[src/rtl/pipe_ctrl_pkg.sv]
// Shared definitions for the pipeline hazard/control unit: default widths
// and the encoding of the EX operand-forwarding selects.
package pipe_ctrl_pkg;

  localparam int ADDR_LEN  = 5;
  localparam int WORD_SIZE = 32;

  typedef enum logic [1:0] {
    FWD_RF = 2'b00,
    FWD_W  = 2'b01,
    FWD_M  = 2'b10
  } fwd_sel_t;

endpackage

[src/rtl/pipe_ctrl_fwd_select.sv]
// Forwarding select for one EX source operand; the younger M result wins
// over W, and x0 is never forwarded.
module fwd_select #(
  parameter int ADDR_LEN = pipe_ctrl_pkg::ADDR_LEN
) (
  input  logic [ADDR_LEN-1:0] rs,
  input  logic [ADDR_LEN-1:0] rd_m,
  input  logic [ADDR_LEN-1:0] rd_w,
  input  logic                v_m,
  input  logic                v_w,
  input  logic                reg_write_m,
  input  logic                reg_write_w,
  output logic [1:0]          sel
);
  import pipe_ctrl_pkg::*;

  always_comb begin
    sel = FWD_RF;
    if (rs != '0 && v_m && reg_write_m && rd_m == rs) begin
      sel = FWD_M;
    end else if (rs != '0 && v_w && reg_write_w && rd_w == rs) begin
      sel = FWD_W;
    end
  end

endmodule

[src/rtl/pipe_ctrl.sv]
// Hazard and pipeline-control unit for the 5-stage core: stage valids,
// EX forwarding selects, load-use stalls, branch flushes, multi-cycle EX.
module pipe_ctrl #(
  parameter int ADDR_LEN  = pipe_ctrl_pkg::ADDR_LEN,
  parameter int NUM_SRC   = 2,
  parameter int MC_CYCLES = 4,
  parameter int CNT_W     = 32
) (
  input  logic                        CLK,
  input  logic                        rst,
  input  logic                        fetch_valid,
  input  logic [NUM_SRC*ADDR_LEN-1:0] rs_d,
  input  logic [NUM_SRC*ADDR_LEN-1:0] rs_e,
  input  logic [ADDR_LEN-1:0]         rd_e,
  input  logic                        is_load_e,
  input  logic                        pc_src_e,
  input  logic                        ex_mc_start,
  input  logic [ADDR_LEN-1:0]         rd_m,
  input  logic [ADDR_LEN-1:0]         rd_w,
  input  logic                        reg_write_m,
  input  logic                        reg_write_w,
  output logic [NUM_SRC*2-1:0]        fwd_sel_e,
  output logic                        stall_f,
  output logic                        stall_d,
  output logic                        stall_e,
  output logic                        flush_d,
  output logic                        flush_e,
  output logic [CNT_W-1:0]            perf_stall_cnt,
  output logic [CNT_W-1:0]            perf_flush_cnt
);
  import pipe_ctrl_pkg::*;

  localparam int MC_W = $clog2(MC_CYCLES);
  localparam logic [MC_W-1:0] MC_LOAD = MC_W'(MC_CYCLES - 1);
  localparam logic [MC_W-1:0] MC_ONE  = MC_W'(1);

  logic                 v_d, v_e, v_m, v_w;
  logic [MC_W-1:0]      mc_cnt;
  logic                 mc_start, mc_stall;
  logic                 lu, br;
  logic [NUM_SRC*2-1:0] fwd_raw;

  for (genvar i = 0; i < NUM_SRC; i++) begin : g_fwd
    fwd_select #(.ADDR_LEN(ADDR_LEN)) u_fwd (
      .rs          (rs_e[i*ADDR_LEN +: ADDR_LEN]),
      .rd_m        (rd_m),
      .rd_w        (rd_w),
      .v_m         (v_m),
      .v_w         (v_w),
      .reg_write_m (reg_write_m),
      .reg_write_w (reg_write_w),
      .sel         (fwd_raw[2*i +: 2])
    );
  end

  // A new multi-cycle request is only honoured while the counter is idle;
  // the final occupancy cycle (count of one) lets the op leave E.
  assign mc_start = (mc_cnt == '0) && ex_mc_start && v_e;
  assign mc_stall = (mc_cnt == '0) ? mc_start : (mc_cnt > MC_ONE);
  assign br       = v_e && pc_src_e && !mc_stall;

  always_comb begin
    lu = 1'b0;
    for (int i = 0; i < NUM_SRC; i++) begin
      if (v_e && is_load_e && rd_e != '0 && rd_e == rs_d[i*ADDR_LEN +: ADDR_LEN]) begin
        lu = 1'b1;
      end
    end
  end

  always_comb begin
    stall_f   = 1'b0;
    stall_d   = 1'b0;
    stall_e   = 1'b0;
    flush_d   = 1'b0;
    flush_e   = 1'b0;
    fwd_sel_e = fwd_raw;
    if (rst) begin
      flush_d   = 1'b1;
      flush_e   = 1'b1;
      fwd_sel_e = '0;
    end else if (mc_stall) begin
      stall_f = 1'b1;
      stall_d = 1'b1;
      stall_e = 1'b1;
    end else if (br) begin
      flush_d = 1'b1;
      flush_e = 1'b1;
    end else if (lu) begin
      stall_f = 1'b1;
      stall_d = 1'b1;
      flush_e = 1'b1;
    end
  end

  always_ff @(posedge CLK) begin
    if (rst) begin
      v_d            <= 1'b0;
      v_e            <= 1'b0;
      v_m            <= 1'b0;
      v_w            <= 1'b0;
      mc_cnt         <= '0;
      perf_stall_cnt <= '0;
      perf_flush_cnt <= '0;
    end else begin
      v_d <= flush_d ? 1'b0 : (stall_d ? v_d : fetch_valid);
      v_e <= flush_e ? 1'b0 : (stall_e ? v_e : v_d);
      v_m <= stall_e ? 1'b0 : v_e;
      v_w <= v_m;
      if (mc_start) begin
        mc_cnt <= MC_LOAD;
      end else if (mc_cnt != '0) begin
        mc_cnt <= mc_cnt - MC_ONE;
      end
      // Counters stick at all-ones rather than wrapping.
      if (stall_f && perf_stall_cnt != '1) begin
        perf_stall_cnt <= perf_stall_cnt + CNT_W'(1);
      end
      if (br && perf_flush_cnt != '1) begin
        perf_flush_cnt <= perf_flush_cnt + CNT_W'(1);
      end
    end
  end

endmodule

[config.mk]
export PLATFORM = sky130hd
export DESIGN_NAME = pipe_ctrl
export DESIGN_NICKNAME = d
export VERILOG_FILES = /design/src/rtl/pipe_ctrl_pkg.sv /design/src/rtl/pipe_ctrl_fwd_select.sv /design/src/rtl/pipe_ctrl.sv
export SDC_FILE = /design/constraint.sdc
export NUM_CORES = 1
export LEC_CHECK = 0
export ABC_AREA = 1
export CORE_MARGIN = 8
export CORE_UTILIZATION = 35
export CTS_CLUSTER_SIZE = 25
export DETAILED_ROUTE_END_ITERATION = 10
export GPL_TIMING_DRIVEN = 0
export HOLD_SLACK_MARGIN = 0.06
export SKIP_LAST_GASP = 1
export SYNTH_ARGS = -nofsm -noshare
export SYNTH_HDL_FRONTEND = slang
export SYNTH_SLANG_ARGS = --single-unit
[constraint.sdc]
create_clock -name CLK -period 2.6 [get_ports CLK]
set_input_delay 0.52 -clock CLK [delete_from_list [all_inputs] [get_ports CLK]]
set_output_delay 0.52 -clock CLK [all_outputs]
set_load 0.02 [all_outputs]
==> qor.yml <==
power_uw: 2760
ys.warnings.count: 0
die_x_um: 133
start_util_pct: 35.2
portBuffers: 115
coreArea_um2: 13700
routabilityCongestion: 0.912
final_common_cell: "nand2_1"
fp-row-count: 43
grt_pass1_wl_mm: 25.9
syn_nets: 836
min_period_ns: 2.57
hp-class: "reg -> reg"
cts_tree: "done"
status: "complete, no violations"
critical_path_buf_inv_count: 4
crit_required_ns: 2.08
cts_sinks: 70
wl_per_cell_um: 14.6
crit_family: "buffers and inverters"
antenna_found_initial: 0
fin_skew_ns: 0.00591
syn_inst: 789
p_per_area_nw_per_um2: 425
grt_usage_pct: 18.1
clk_latency_ns: 0.34
ir_drop_mv: 0.265
dr.pass1.iters: 6
critical-path-max-stage-delay_ns: 0.52
finalSetupTns_ns: 0
grt_overflow: 0
grt_max_degree: 12
yosysSeqAreaShare_pct: 29.1
worstSetupEndpointType: "primary output"
place_ws_ns: -0.790
nNetsFinal: 964
ys_ff_latch: 70
maxSlewViolCount: 0
crit_top_cell: "nand2_1"
path_max_fanout: 12
path_class: "in -> out"
crit_slowest_cell: "clkdlybuf4s50_1"
arrival_ns: 2.05
clk_path_buf_depth: 2
cts_buffers: 9
post-dp-hpwl_mm: 12.5
final_cell_mix: "256 x nand2_1, 102 x clkdlybuf4s50_1, 87 x nor2_1"
synth_cell_types: 36
drcViolationCount: 0
antenna_left: 0
areaGrowthSynthToFinish_pct: 34.8
grt_pass1_vias: 5076
routed_via_density: 4.90
dieArea_um2: 17800
syn_avg_cell_area_um2: 6.10
root_buffer: "clkbuf_16"
drt_iter0_drc: 302
diodes: 0
die_h_um: 133
cts_htree_levels: 3
hold_viol: 0
leakage_uw: 0.00252
drive_gt1_share_pct: 6.41
cp_cell_sequence: "clkdlybuf4s50_1 -> inv_1 -> nand2_1 -> nand2_1 -> nor2_1 -> nand3_1 -> nand2_1 -> nand3_2 -> nand2_4 -> buf_4 -> buf_2"
tightest_slew_ns: 0.695
setup_viol: 0
route.vias.total: 5390
syn-cell-area_um2: 4810
io_pins: 116
cts.clk_slew.worst_paths_ns: 0.05
startpoint_type: "input port"
rsz0062_at_grt: "true"
maxCapViolCount: 0
nFillCells: 1470
fmax_ghz: 0.389
fin_ws_ns: 0.0296
finalCritPeriodShare_pct: 98.9
slew_headroom_pct: 53.6
wl_mm: 16.1
## worst register-to-register path: stages (launching register included)
cell	delay (ns)
dfxtp_1	0.46
ha_1	0.35
nand2_1	0.10
inv_2	0.07
nand2_2	0.07
inv_2	0.10
nand2_2	0.07
nor3_2	0.15
nand4_2	0.23
clkbuf_1	0.35
nand3_1	0.18
a21oi_1	0.08
## power by group
group / total [uW] / switching, uW / leakage (uW) / internal, uW
Clock: 1160 / 471 / 0.000137 / 687
Combinational: 479 / 286 / 0.00182 / 193
Sequential: 1120 / 23.1 / 0.000565 / 1100
## Yosys cell counts, drive strengths merged
cell | instances | area [um2]
nor4 | 4 | 25.0
a41oi | 1 | 8.76
nand3 | 63 | 320
xnor2 | 14 | 123
and3 | 1 | 6.26
nor3b | 2 | 20.0
o211ai | 1 | 7.51
xor2 | 28 | 245
ha | 4 | 50.1
nand3b | 15 | 113
a21oi | 60 | 300
buf | 13 | 93.8
and2 | 1 | 6.26
clkbuf | 9 | 33.8
inv | 80 | 300
nor3 | 28 | 156
dfxtp | 70 | 1400
a211oi | 1 | 7.51
o21ai | 13 | 65.1
o221ai | 1 | 8.76
o22ai | 7 | 43.8
nor2 | 91 | 349
nand2 | 263 | 1000
nand4 | 18 | 119
a31oi | 1 | 6.26
## layer usage
layer	routed length (um)	track usage (%)	up-vias
met5	0	0	-
met4	284	5.80	0
met3	867	5.42	16
met2	7640	29.9	135
met1	7300	22.0	2427
li1	-	-	2812
## final timing paths
kind,from,endpoint,slack [ns],cells after the start
setup / recovery,rd_e[1],stall_f,0.03,11
hold / removal,v_m,v_w,0.42,2
setup reg to reg,perf_stall_cnt[0],perf_stall_cnt[31],0.24,11
hold reg to reg,v_m,v_w,0.42,2
## cell type report
cell class	count	area [um2]	share of cell area, %
Tap cell	180	225	3.47
Clock inverter	4	22.5	0.347
Buffer	21	123	1.89
Clock buffer	11	253	3.89
Sequential cell	70	1400	21.6
Multi-Input combinational cell	617	3010	46.4
Timing Repair Buffer	118	1150	17.8
Inverter	80	300	4.63
## through the flow
stage,util [%],area (um2),hold WS (ns),std cells
5_1_grt,47.5,6490,0.441,1101
2_1_floorplan,-,4810,0.403,789
3_5_place_dp,45.3,6190,0.415,1084
4_1_cts,47.6,6510,0.426,1102
6_report,47.5,6490,0.420,1101
3_3_place_gp,45.3,6190,0.414,1084
## sequential cells by signal (all words and copies together) (netlist names)
name / flops
perf_flush_cnt: 32
perf_stall_cnt: 32
mc_cnt: 2
v_d: 1
v_e: 1
v_m: 1
v_w: 1
## kinds of logic (layout without fill, tap and decap cells)
logic type | Yosys count | count (layout) | share of synthesized area (%)
and+or+nand+nor | 486 | 486 | 44.0
buffers and inverters | 102 | 234 | 8.89
AOI/OAI and AO/OA | 85 | 85 | 9.30
DFF | 70 | 70 | 29.1
xor gates and xnor gates | 42 | 42 | 7.64
adders and majority gates | 4 | 4 | 1.04
## what timing repair did
| item | 4_1_cts | 5_1_grt |
|---|---|---|
| pin swaps | 1 | 1 |
| setup endpoints to repair | 9 | 7 |
| setup buffers | 3 | 0 |
| hold buffers | 0 | 0 |
| resized for setup | 26 | 9 |
Power figures use the tool's default switching activity.
